File: src/rtl/frog_sprite_engine.sv
// VGA timing generator with one movable rectangular sprite, moved only at frame boundaries.
// Optional build macro SPRITE_WRAP_EN: sprite wraps at screen edges instead of clamping.
module frog_sprite_engine #(
  parameter int H_DISPLAY   = 640,
  parameter int H_FRONT     = 16,
  parameter int H_PULSE     = 96,
  parameter int H_BACK      = 48,
  parameter int V_DISPLAY   = 480,
  parameter int V_FRONT     = 10,
  parameter int V_PULSE     = 2,
  parameter int V_BACK      = 33,
  parameter int SPRITE_W    = 50,
  parameter int SPRITE_H    = 40,
  parameter int STEP_PX     = 2,
  parameter int STEP_FRAMES = 1,
  parameter int COLOR_BITS  = 3,
  parameter logic [3*COLOR_BITS-1:0] FG_RGB = '1,
  parameter logic [3*COLOR_BITS-1:0] BG_RGB = {{COLOR_BITS{1'b1}}, {(2*COLOR_BITS){1'b0}}}
) (
  input  logic                  CLK,
  input  logic                  RST,
  input  logic                  BTN_UP,
  input  logic                  BTN_DOWN,
  input  logic                  BTN_LEFT,
  input  logic                  BTN_RIGHT,
  output logic                  VGA_HS,
  output logic                  VGA_VS,
  output logic [COLOR_BITS-1:0] VGA_R,
  output logic [COLOR_BITS-1:0] VGA_G,
  output logic [COLOR_BITS-1:0] VGA_B,
  output logic [9:0]            SPRITE_X,
  output logic [9:0]            SPRITE_Y,
  output logic                  FRAME_START
);

  localparam int H_TOT = H_DISPLAY + H_FRONT + H_PULSE + H_BACK;
  localparam int V_TOT = V_DISPLAY + V_FRONT + V_PULSE + V_BACK;
  localparam int HW = $clog2(H_TOT);
  localparam int VW = $clog2(V_TOT);
  localparam int FW = (STEP_FRAMES > 1) ? $clog2(STEP_FRAMES) : 1;

  localparam logic [HW-1:0] H_LAST = HW'(H_TOT - 1);
  localparam logic [VW-1:0] V_LAST = VW'(V_TOT - 1);
  localparam logic [VW-1:0] V_UPD  = VW'(V_DISPLAY - 1);
  localparam logic [HW-1:0] H_VIS  = HW'(H_DISPLAY);
  localparam logic [VW-1:0] V_VIS  = VW'(V_DISPLAY);
  localparam logic [HW-1:0] HS_BEG = HW'(H_DISPLAY + H_FRONT);
  localparam logic [HW-1:0] HS_END = HW'(H_DISPLAY + H_FRONT + H_PULSE);
  localparam logic [VW-1:0] VS_BEG = VW'(V_DISPLAY + V_FRONT);
  localparam logic [VW-1:0] VS_END = VW'(V_DISPLAY + V_FRONT + V_PULSE);
  localparam logic [FW-1:0] F_LAST = FW'(STEP_FRAMES - 1);

  localparam logic [10:0] X_MAX = 11'(H_DISPLAY - SPRITE_W);
  localparam logic [10:0] Y_MAX = 11'(V_DISPLAY - SPRITE_H);
  localparam logic [10:0] STEP  = 11'(STEP_PX);
  localparam logic [10:0] SW    = 11'(SPRITE_W);
  localparam logic [10:0] SH    = 11'(SPRITE_H);
  localparam logic [9:0]  X_INIT = 10'((H_DISPLAY - SPRITE_W) / 2);
  localparam logic [9:0]  Y_INIT = 10'((V_DISPLAY - SPRITE_H) / 2);

  // Position taken when a step would leave the screen past the low / high edge.
`ifdef SPRITE_WRAP_EN
  localparam logic [9:0] X_PAST_LO = 10'(X_MAX);
  localparam logic [9:0] X_PAST_HI = 10'd0;
  localparam logic [9:0] Y_PAST_LO = 10'(Y_MAX);
  localparam logic [9:0] Y_PAST_HI = 10'd0;
`else
  localparam logic [9:0] X_PAST_LO = 10'd0;
  localparam logic [9:0] X_PAST_HI = 10'(X_MAX);
  localparam logic [9:0] Y_PAST_LO = 10'd0;
  localparam logic [9:0] Y_PAST_HI = 10'(Y_MAX);
`endif

  logic [HW-1:0] h;
  logic [VW-1:0] v;
  logic [FW-1:0] frame_cnt;
  logic [3:0]    btn_meta;
  logic [3:0]    btn_sync;   // {up, down, left, right}
  logic [10:0]   x_w;
  logic [10:0]   y_w;
  logic [9:0]    x_next;
  logic [9:0]    y_next;
  logic          update;
  logic          in_vis;
  logic          hit;

  assign x_w    = {1'b0, SPRITE_X};
  assign y_w    = {1'b0, SPRITE_Y};
  assign update = (h == H_LAST) && (v == V_UPD);
  assign in_vis = (h < H_VIS) && (v < V_VIS);
  assign hit    = (11'(h) >= x_w) && (11'(h) < x_w + SW) &&
                  (11'(v) >= y_w) && (11'(v) < y_w + SH);

  always_comb begin
    x_next = SPRITE_X;
    y_next = SPRITE_Y;
    if (btn_sync[0] && !btn_sync[1]) begin
      if (x_w + STEP > X_MAX) x_next = X_PAST_HI;
      else                    x_next = 10'(x_w + STEP);
    end else if (btn_sync[1] && !btn_sync[0]) begin
      if (x_w < STEP) x_next = X_PAST_LO;
      else            x_next = 10'(x_w - STEP);
    end
    if (btn_sync[2] && !btn_sync[3]) begin
      if (y_w + STEP > Y_MAX) y_next = Y_PAST_HI;
      else                    y_next = 10'(y_w + STEP);
    end else if (btn_sync[3] && !btn_sync[2]) begin
      if (y_w < STEP) y_next = Y_PAST_LO;
      else            y_next = 10'(y_w - STEP);
    end
  end

  always_ff @(posedge CLK) begin
    if (RST) begin
      h           <= '0;
      v           <= '0;
      frame_cnt   <= '0;
      btn_meta    <= '0;
      btn_sync    <= '0;
      VGA_HS      <= 1'b1;
      VGA_VS      <= 1'b1;
      VGA_R       <= '0;
      VGA_G       <= '0;
      VGA_B       <= '0;
      FRAME_START <= 1'b0;
      SPRITE_X    <= X_INIT;
      SPRITE_Y    <= Y_INIT;
    end else begin
      btn_meta <= {BTN_UP, BTN_DOWN, BTN_LEFT, BTN_RIGHT};
      btn_sync <= btn_meta;

      if (h == H_LAST) begin
        h <= '0;
        v <= (v == V_LAST) ? '0 : v + 1'b1;
      end else begin
        h <= h + 1'b1;
      end

      // Outputs are registered from the current counter values, so all lag by one clock together.
      VGA_HS      <= !((h >= HS_BEG) && (h < HS_END));
      VGA_VS      <= !((v >= VS_BEG) && (v < VS_END));
      {VGA_R, VGA_G, VGA_B} <= !in_vis ? '0 : (hit ? FG_RGB : BG_RGB);
      FRAME_START <= (h == '0) && (v == '0);

      if (update) begin
        if (frame_cnt == F_LAST) begin
          frame_cnt <= '0;
          SPRITE_X  <= x_next;
          SPRITE_Y  <= y_next;
        end else begin
          frame_cnt <= frame_cnt + 1'b1;
        end
      end
    end
  end

endmodule
File: config.mk
export PLATFORM = sky130hd
export DESIGN_NAME = frog_sprite_engine
export DESIGN_NICKNAME = d
export VERILOG_FILES = /design/src/rtl/frog_sprite_engine.sv
export SDC_FILE = /design/constraint.sdc
export NUM_CORES = 1
export LEC_CHECK = 0
export ABC_AREA = 1
export BUFFER_PORTS_ARGS = -buffer_cell sky130_fd_sc_hd__buf_2
export CORE_ASPECT_RATIO = 0.9
export CORE_MARGIN = 2
export CORE_UTILIZATION = 66
export DETAILED_ROUTE_END_ITERATION = 6
export GPL_TIMING_DRIVEN = 0
export HOLD_SLACK_MARGIN = 0.08
export PLACE_DENSITY = 0.95
export SETUP_SLACK_MARGIN = 0.4
export SYNTH_ARGS = -nofsm -noshare
export SYNTH_HDL_FRONTEND = slang
export SYNTH_SLANG_ARGS = --single-unit
File: constraint.sdc
create_clock -name CLK -period 4 [get_ports CLK]
set_input_delay 0.6 -clock CLK [delete_from_list [all_inputs] [get_ports CLK]]
set_output_delay 0.6 -clock CLK [all_outputs]
set_load 0.01 [all_outputs]
==> results of run 1 <==
## Yosys cell counts, types with 2 or more instances
| cell | number | area [sq um] |
|---|---|---|
| a21o_1 | 2 | 15.0 |
| a21oi_1 | 38 | 190 |
| buf_2 | 4 | 20.0 |
| buf_4 | 11 | 82.6 |
| clkbuf_1 | 6 | 22.5 |
| dfxtp_1 | 52 | 1040 |
| ha_1 | 48 | 601 |
| inv_1 | 85 | 319 |
| inv_2 | 7 | 26.3 |
| nand2_1 | 166 | 623 |
| nand2_2 | 6 | 37.5 |
| nand3_1 | 54 | 270 |
| nand3_2 | 2 | 20.0 |
| nand3b_1 | 3 | 22.5 |
| nand4_1 | 24 | 150 |
| nor2_1 | 77 | 289 |
| nor2_2 | 2 | 12.5 |
| nor3_1 | 6 | 30.0 |
| nor3b_1 | 2 | 15.0 |
| nor4_1 | 3 | 18.8 |
| o211ai_1 | 3 | 22.5 |
| o21ai_0 | 29 | 145 |
| xor2_1 | 22 | 193 |
## placed cells by master, fill, tap and decap left out, drive strengths merged, types with 8 or more instances in the layout
cell type  count
nand4         25
o21ai         30
nand2        172
ha            48
nor2          80
inv           93
buf           50
nor3           8
nand3         56
dfxtp         52
a21oi         39
xor2          22
clkbuf        13
## worst max-delay path, cell delays in order, from the launching register on
cell and delay (ps):
dfxtp_1 500, inv_1 220, nor2_1 220, nand2_1 70, nand2_1 80, inv_1 70
ha_1 290, a21oi_1 140, nor2_1 60, nor2_1 100, a21oi_1 70, nor2_1 90
nand4_1 140, nor3_1 210
## logic make-up (layout without fill, tap and decap cells)
family / count (synthesis) / after routing / synth area share, %
adders and majority gates: 48 / 48 / 14.0
xor gates and xnor gates: 23 / 23 / 4.68
other: 1 / 1 / 0.0872
DFF: 52 / 52 / 24.2
and+or+nand+nor: 349 / 349 / 35.8
AOI/OAI and AO/OA: 80 / 80 / 10.0
buffers and inverters: 116 / 159 / 11.3
## metal layers
metal  global-route usage, %  wire, microns
met5                       0              0
met2                    54.1           5240
met4                    11.2            211
met1                    43.6           4870
met3                    5.04            980
## flip-flops by register name, indices dropped and copies added, names as in the netlist
| register | flops |
|---|---|
| h | 10 |
| VGA_G | 1 |
| FRAME_START | 1 |
| VGA_VS | 1 |
| VGA_R | 1 |
| VGA_HS | 1 |
| btn_meta | 4 |
| v | 10 |
| btn_sync | 4 |
| SPRITE_X | 10 |
| SPRITE_Y | 9 |
## power by group
group	internal [mW]	leakage, nW	switching, mW
Combinational	0.0209	1.93	0.0392
Sequential	0.525	0.422	0.00606
Clock	0.189	0.0558	0.188
Total	0.736	2.41	0.233
## cell type report
cell class | count | area share [%]
Timing Repair Buffer | 35 | 3.73
Tap cell | 87 | 2.32
Sequential cell | 52 | 22.2
Clock buffer | 6 | 1.55
Clock inverter | 2 | 0.826
Buffer | 22 | 2.77
Inverter | 94 | 7.54
Multi-Input combinational cell | 501 | 59.1
## path summary, 6_finish.rpt
path	from	end	cells past startpoint
worst max register to register	SPRITE_X[1]	VGA_G[1]	13
worst min register to register	btn_meta[1]	btn_sync[1]	2
worst max-delay path	SPRITE_X[1]	VGA_G[1]	13
worst min-delay path	btn_meta[1]	btn_sync[1]	2
==> metrics, run 1 <==
FFs w/ async S/R, synth 0%; Max Freq 0.426 GHz; All-Layer GR Usage 32.9%; cell area after layout 4700 sq um; Final period util 58.7%; P_leak 2.41 nW; global placement routability congestion 0.998; I/O pin cnt 38; PostCTS Resize Cnt 0; Syn Inst Count 669; die width 89.1 microns; final worst setup slack 1650 ps; number of synthesized flops with an enable pin 0; vias in the first global route 4194; postcts setup bufs 0; worst-skew pair later-pin latency 320 ps; largest net degree at the start of global routing 17; pre-CTS setup slack 1720 ps; Worst Skew 9.42 ps; drt first pass iters 5; routed length per placed instance 14.1 microns; Critical Path Sink Type flop; Non-Filler Instances 799; Least-Margin Pin Slew 679 ps; pwr dens 206 nW/um^2; Min-Delay Path Class flop to flop; WS Path Type flop to flop; Startpoint Class flop; Synth Warn # 0; CTS tree built; number of fillers in the final layout 531; Layout Nets 765; Syn Nets 723; Port Buffers 35; Die ar. 7180 sq um; max_cap viols 0; maximum VDD drop 0.206 mV; first-pass GRT wire length 18.7 mm; Slew headroom 54.8%; Seq cells post-synth 52; Multi-input gate area 2780 sq um; Clock Tree Buf Depth 2; DPL Wire Length 8.84 mm; DIE HEIGHT 80.6 microns; # H-tree levels 2; Period minus WS final 2350 ps; Inst Count DP 791; status complete, no violations; Slew Viols, Final 0; Hold WS 414 ps; CP required 4230 ps; Fin Setup TNS 0 ps; Area after DPL 4590 sq um; register area share after synthesis 24.2%; Critical Path AT 2580 ps; # rows 27; utilization after layout 75.6%; drt drc 0; Initial Utilization 69.2%; maximum fanout along the worst path 7; core footprint 6220 sq um; Post-Syn Area 4300 sq um; Iter 0 DRT Violations 426; R2R setup slack 1650 ps; antenna cells 0; CTS sink cnt 52; Final Setup Violations 0; share of layout cells above drive strength 1 11.4%; # hold bufs at CTS 0; Hold Vio Cnt, Final 0; RSZ-0062 raised after global routing no; Netlist cell types 40; Num CTS Buffers 5; syn avg cell area 6.43 sq um; Layout area overhead 9.19%; final wirelength 11.3 mm; initial antenna violation count 0; remaining global-route overflow 0; dominant synthesized flop cell dfxtp_1; FF/Latch Area 1040 sq um; routed vias/inst 5.76; root buf cell clkbuf_8; Overall Power 0.969 mW; clock-pin slew on the worst setup and hold paths 100 ps; via count 4606; antenna-violating nets left 0
No activity file was read; power rests on OpenSTA's default activity.
==> inputs of run 2 (changes only) <==
- ABC_AREA: 1 -> 0
- CORE_UTILIZATION: 66 -> 55
- PLACE_DENSITY: 0.95 -> 0.87
- clock period: 4 -> 2.15 ns (I/O delays scaled with it)
==> run 2 against run 1 <==
The run now ends with negative setup slack left. Area after synthesis fell by 5.3%. Power rose by 72%. Flip-flop and latch count did not move. Worst hold slack got worse by 200 ps. Critical path depth fell by 2. Combinational power rose by 110%. Register-to-register slack got worse by 1800 ps. Final cell count fell by 12%. First-iteration DRC count rose by 9.9%. Sequential power rose by 84%. Sequential share of layout area fell by 2.2 points.
==> metrics, run 2 <==
FF/Latch Area 1100 sq um (was 1040 sq um); failing checks negative setup slack; I/O pin cnt 38 (unchanged); max_cap viols 0 (unchanged); Iter 0 DRT Violations 468 (was 426); CTS sink cnt 52 (unchanged); root buf cell clkbuf_8 (unchanged); P_leak 2.30 nW (was 2.41 nW); share of layout cells above drive strength 1 39.2% (was 11.4%); Critical Path Sink Type flop (unchanged); status finished with violations (was complete, no violations); # hold bufs at CTS 0 (unchanged); final worst setup slack -108 ps (was 1650 ps); # rows 29 (was 27); Period minus WS final 2260 ps (was 2350 ps); number of fillers in the final layout 468 (was 531); top cell type's share of synthesized area 25.5% (was 24.2%); top-count cell post-synth dfxtp_1 (was nand2_1); Port Buffers 35 (unchanged); critical hold path startpoint BTN_RIGHT (was btn_meta[1]); pwr dens 301 nW/um^2 (was 206 nW/um^2); Num CTS Buffers 5 (unchanged); Least-Margin Pin Slew 783 ps (was 679 ps); Synth Area in XOR/XNOR 5.59% (was 4.68%); Syn Inst Count 518 (was 669); Netlist cell types 68 (was 40); routed vias/inst 6.52 (was 5.76); routed length per placed instance 19.4 microns (was 14.1 microns); Fin Setup TNS -604 ps (was 0 ps); first-pass GRT wire length 21.0 mm (was 18.7 mm); Max Freq 0.443 GHz (was 0.426 GHz); remaining global-route overflow 0 (unchanged); WS Path Type flop to flop (unchanged); final wirelength 13.7 mm (was 11.3 mm); drt drc 0 (unchanged); biggest regs SPRITE_X x10, h x10, v x10 (unchanged); die width 94.7 microns (was 89.1 microns); Worst Skew 13.7 ps (was 9.42 ps); top cells by count, synth dfxtp_1, ha_1, nand2_1 (was nand2_1, inv_1, nor2_1); Overall Power 1.66 mW (was 0.969 mW); Final period util 105% (was 58.7%); syn avg cell area 7.87 sq um (was 6.43 sq um); Critical Path AT 2490 ps (was 2580 ps); FFs w/ async S/R, synth 0% (unchanged); global placement routability congestion 0.966 (was 0.998); Die ar. 8120 sq um (was 7180 sq um); worst reg2reg path endpoint SPRITE_X[1] (was VGA_G[1]); CTS tree built (unchanged); DPL Wire Length 8.20 mm (was 8.84 mm); Startpoint Class flop (unchanged); most frequent cells in the layout buf_4, nand2_1, ha_1, buf_2 (was nand2_1, inv_1, nor2_1, nand3_1, dfxtp_1); initial antenna violation count 0 (unchanged); Syn Nets 572 (was 723); Initial Utilization 57.3% (was 69.2%); Final Setup Violations 8 (was 0); All-Layer GR Usage 32.4% (was 32.9%); Synth Area in Simple Gates 24.4% (was 35.8%); antenna-violating nets left 0 (unchanged); Seq cells post-synth 52 (unchanged); Clock Tree Buf Depth 2 (unchanged); cell taking the most area after synthesis dfxtp_1 (unchanged); Post-Syn Area 4080 sq um (was 4300 sq um); Min-Delay Path Class primary input to flop (was flop to flop); Hold Path Cell Cnt 2 (unchanged); Layout area overhead 35.5% (was 9.19%); drt first pass iters 6 (was 5); vias in the first global route 4376 (was 4194); R2R setup slack -110 ps (was 1650 ps); antenna cells 0 (unchanged); core footprint 7110 sq um (was 6220 sq um); maximum VDD drop 0.541 mV (was 0.206 mV); dominant synthesized flop cell dfxtp_1 (unchanged); via count 4601 (was 4606); # H-tree levels 2 (unchanged); worst-skew pair later-pin latency 310 ps (was 320 ps); Multi-input gate area 3190 sq um (was 2780 sq um); post-synthesis compound-gate area fraction 20.7% (was 10.0%); R2R depth 11 (was 13); dominant cells by area after synthesis dfxtp_1, ha_1, o21ai_0 (was dfxtp_1, nand2_1, ha_1); Synth Warn # 0 (unchanged); commonest non-fill, non-tap cell in the layout buf_4 (was nand2_1); Hold Path Sink btn_meta[0] (was btn_sync[1]); Layout Nets 666 (was 765); register area share after synthesis 25.5% (was 24.2%); Slew Viols, Final 0 (unchanged); mux share of post-synthesis cell area 0.860% (was 0%); CP required 2390 ps (was 4230 ps); number of synthesized flops with an enable pin 0 (unchanged); maximum fanout along the worst path 7 (unchanged); Hold Vio Cnt, Final 0 (unchanged); Synth Area in Adders 14.7% (was 14.0%); reg2reg start SPRITE_X[1] (unchanged); clock-pin slew on the worst setup and hold paths 100 ps (about the same); pre-CTS setup slack -174 ps (was 1720 ps); RSZ-0062 raised after global routing yes (was no); Slew headroom 47.8% (was 54.8%); largest family of logic cells by synthesized area simple AND/OR/NAND/NOR gates (unchanged); DIE HEIGHT 85.7 microns (was 80.6 microns); largest net degree at the start of global routing 16 (was 17)
run 2: changes by cell type in the layout (fill, tap and decap cells not counted), moves of 18 or more:
cell	delta
nand2_1	-124
nand3_1	-32
dfxtp_1	-26
inv_1	-62
nor2_1	-51
a21oi_1	-18
buf_4	+47
run 2: report_power, final:
group	total (mW)	switching, mW	internal, mW
Combinational	0.128	0.0761	0.0516
Clock	0.554	0.325	0.230
Sequential	0.979	0.0136	0.966
Total	1.66	0.414	1.25
run 2: worst max-delay path, stage by stage, from the launching register on:
cell and delay [ps]:
dfxtp_4 390, ha_4 170, buf_8 120, buf_12 130
nand4_1 130, buf_4 160, nor2_4 30, o211ai_1 150
a32oi_2 140, or3_4 420, and2_4 170, o211ai_1 150
run 2: how the worst max path moves through the flow:
stage,endpoint,cells past startpoint,slack [ps],startpoint
2_1_floorplan,SPRITE_Y[1],9,70,SPRITE_Y[1]
3_3_place_gp,VGA_G[1],10,-170,SPRITE_Y[5]
3_5_place_dp,VGA_G[1],10,-170,SPRITE_Y[5]
4_1_cts,SPRITE_Y[1],9,-50,SPRITE_Y[1]
5_1_grt,SPRITE_Y[1],8,-180,SPRITE_Y[3]
6_report,SPRITE_X[1],11,-110,SPRITE_X[1]
run 2: metal layers:
| metal | share of wire [%] | global-route usage (%) |
|---|---|---|
| met5 | 0 | 0 |
| met4 | 4.3 | 15.9 |
| met3 | 8.4 | 7.64 |
| met2 | 47 | 52.7 |
| met1 | 40 | 40.2 |
run 2: logic make-up (layout without fill, tap and decap cells):
logic type | Yosys count | in the layout
AOI/OAI and AO/OA | 134 | 134
xor gates and xnor gates | 26 | 26
muxes | 3 | 3
adders and majority gates | 48 | 48
other | 1 | 1
buffers and inverters | 64 | 159
and+or+nand+nor | 190 | 190
DFF | 52 | 52
run 2: timing repair:
action                     4_1_cts  5_1_grt
setup buffers                   37       15
resized for setup               87       48
setup endpoints to repair       31       29
pin swaps                       35       23
run 2: final cells by class:
type | instances | area share, %
multi-input combinational | 402 | 57.8
sequential | 52 | 19.9
timing repair buffer | 87 | 10.9
buffer | 33 | 5.46
inverter | 31 | 2.27
tap | 93 | 2.11
clock buffer | 7 | 1.38
clock inverter | 1 | 0.0906
run 2: stage by stage:
| stage | util, % | hold WS, ps | cells | area [sq um] |
|---|---|---|---|---|
| after floorplan | - | 414 | 518 | 4290 |
| after global placement | 64.4 | 418 | 646 | 4580 |
| after detailed placement | 64.4 | 429 | 646 | 4580 |
| after CTS | 74.0 | 214 | 691 | 5270 |
| after global routing | 77.6 | 223 | 706 | 5520 |
| final | 77.6 | 212 | 706 | 5520 |
==> inputs of run 3 (changes only) <==
- CORE_ASPECT_RATIO: 0.9 -> 1.2
==> run 3 against run 2 <==
The run still ends with negative setup slack left. Flip-flop and latch count is the same. Register-to-register slack worse by 70 ps. Wire length shrank 5.5%. Global-route usage down 1.4 points. Critical path type unchanged. Critical endpoint is now VGA_G[1]. Largest cell class unchanged.
==> metrics, run 3 (synthesized netlist as in run 2, its figures left out) <==
RSZ-0062 raised after global routing yes (unchanged); final worst setup slack -177 ps (was -108 ps); Min-Delay Path Class primary input to flop (unchanged); Hold Vio Cnt, Final 0 (unchanged); Slew headroom 58.4% (was 47.8%); status finished with violations (unchanged); # rows 34 (was 29); largest net degree at the start of global routing 19 (was 16); Final period util 108% (was 105%); Switch Pwr 0.459 mW (was 0.414 mW); global placement routability congestion 0.969 (was 0.966); Initial Utilization 56.3% (was 57.3%); Layout area overhead 33.5% (was 35.5%); Critical Path Sink Type flop (unchanged); Gate power share 7.2% (was 7.7%); remaining global-route overflow 0 (unchanged); via count 4476 (was 4601); Die ar. 8120 sq um (about the same); WS Path Type flop to flop (unchanged); core footprint 7230 sq um (was 7110 sq um); DPL Wire Length 8.47 mm (was 8.20 mm); Port Buffers 35 (unchanged); die width 82.6 microns (was 94.7 microns); # H-tree levels 2 (unchanged); routed vias/inst 6.46 (was 6.52); # hold bufs at CTS 0 (unchanged); clock-pin slew on the worst setup and hold paths 110 ps (was 100 ps); Inst Count DP 643 (was 646); switching share of total power 26.7% (was 24.9%); maximum VDD drop 0.246 mV (was 0.541 mV); commonest non-fill, non-tap cell in the layout buf_4 (unchanged); Least-Margin Pin Slew 608 ps (was 783 ps); biggest regs SPRITE_X x10, h x10, v x10 (unchanged); I/O pin cnt 38 (unchanged); Multi-input gate area 3180 sq um (was 3190 sq um); max_cap viols 0 (unchanged); Non-Filler Instances 693 (was 706); Slew Viols, Final 0 (unchanged); P_leak 2.25 nW (was 2.30 nW); Max Freq 0.430 GHz (was 0.443 GHz); Overall Power 1.71 mW (was 1.66 mW); CTS tree built (unchanged); antenna cells 0 (unchanged); Period minus WS final 2330 ps (was 2260 ps); vias in the first global route 4264 (was 4376); internal power 1.26 mW (was 1.25 mW); final wirelength 12.9 mm (was 13.7 mm); worst-skew pair later-pin latency 320 ps (was 310 ps); failing checks negative setup slack (unchanged); Clock Tree Buf Depth 2 (unchanged); Clock Power Share 36.0% (was 33.4%); routed length per placed instance 18.6 microns (was 19.4 microns); first-pass GRT wire length 19.9 mm (was 21.0 mm); Final Setup Violations 5 (was 8); Reg power frac 56.8% (was 59.0%); initial antenna violation count 0 (unchanged); Num CTS Buffers 5 (unchanged); All-Layer GR Usage 31.0% (was 32.4%); drt drc 0 (unchanged); Iter 0 DRT Violations 355 (was 468); DIE HEIGHT 98.3 microns (was 85.7 microns); pwr dens 315 nW/um^2 (was 301 nW/um^2); share of layout cells above drive strength 1 37.8% (was 39.2%); antenna-violating nets left 0 (unchanged); CTS sink cnt 52 (unchanged); Layout Nets 656 (was 666); Worst Skew 6.78 ps (was 13.7 ps); CP required 2360 ps (was 2390 ps); number of fillers in the final layout 511 (was 468); maximum fanout along the worst path 10 (was 7); drt first pass iters 5 (was 6); FF/Latch Area 1110 sq um (was 1100 sq um); Startpoint Class flop (unchanged); most frequent cells in the layout buf_4, nand2_1, ha_1, buf_2, nor2_1 (was buf_4, nand2_1, ha_1, buf_2); root buf cell clkbuf_8 (unchanged); pre-CTS setup slack -313 ps (was -174 ps); Critical Path AT 2540 ps (was 2490 ps)
run 3: area by class of cell:
class                      instances  share of cell area (%)
timing repair buffer              78                    9.64
buffer                            32                    5.29
multi-input combinational        402                    58.4
clock inverter                     3                   0.506
inverter                          31                    2.46
tap                               90                    2.07
sequential                        52                    20.3
clock buffer                       5                    1.27
run 3: power by group through the flow:
stage                     logic, mW  registers (mW)  clock network [mW]
final                         0.124           0.974               0.616
after global routing          0.136           0.977               0.662
after CTS                     0.119           0.980               0.626
after detailed placement      0.111            1.00                   0
after global placement        0.106            1.00                   0
after floorplan              0.0779            1.00                   0
run 3: routing by layer:
| layer | vias up | part of all wire, % | routed length (microns) | track usage (%) |
|---|---|---|---|---|
| li1 | 2043 | - | - | - |
| met1 | 2126 | 39 | 4980 | 35.7 |
| met3 | 51 | 6.4 | 826 | 5.08 |
| met4 | 0 | 3.8 | 490 | 16.1 |
| met5 | - | 0 | 0 | 0 |
| met2 | 256 | 51 | 6630 | 53.5 |
run 3: through the flow:
step           TNS [ps]  hold slack, ps  utilization (%)  area, sq um
3_5_place_dp       -672             427             63.3         4580
2_1_floorplan         0             414                -         4290
4_1_cts            -360             206             71.4         5160
3_3_place_gp       -439             418             63.3         4580
6_report           -481             211             75.2         5440
5_1_grt            -959             205             75.2         5440
run 3: worst max-delay path, cell delays in order, from the launching register on:
cell and delay, ps:
dfxtp_1 480, buf_4 280, xor2_1 180, ha_1 250
o21a_1 180, o2111ai_1 190, a21oi_1 60, a211oi_1 250
o22ai_1 120, nor4_2 230
run 3: final timing paths:
path	startpoint	to	slack, ps	depth (start not counted)
setup / recovery	SPRITE_Y[5]	VGA_G[1]	-180	9
hold / removal	BTN_UP	btn_meta[3]	210	2
setup reg to reg	SPRITE_Y[5]	VGA_G[1]	-180	9
hold reg to reg	btn_meta[2]	btn_sync[2]	440	1
run 3: what timing repair did:
action,4_1_cts,5_1_grt
resized for setup,73,59
pin swaps,24,23
buffers inserted,31,12
setup endpoints to repair,29,29
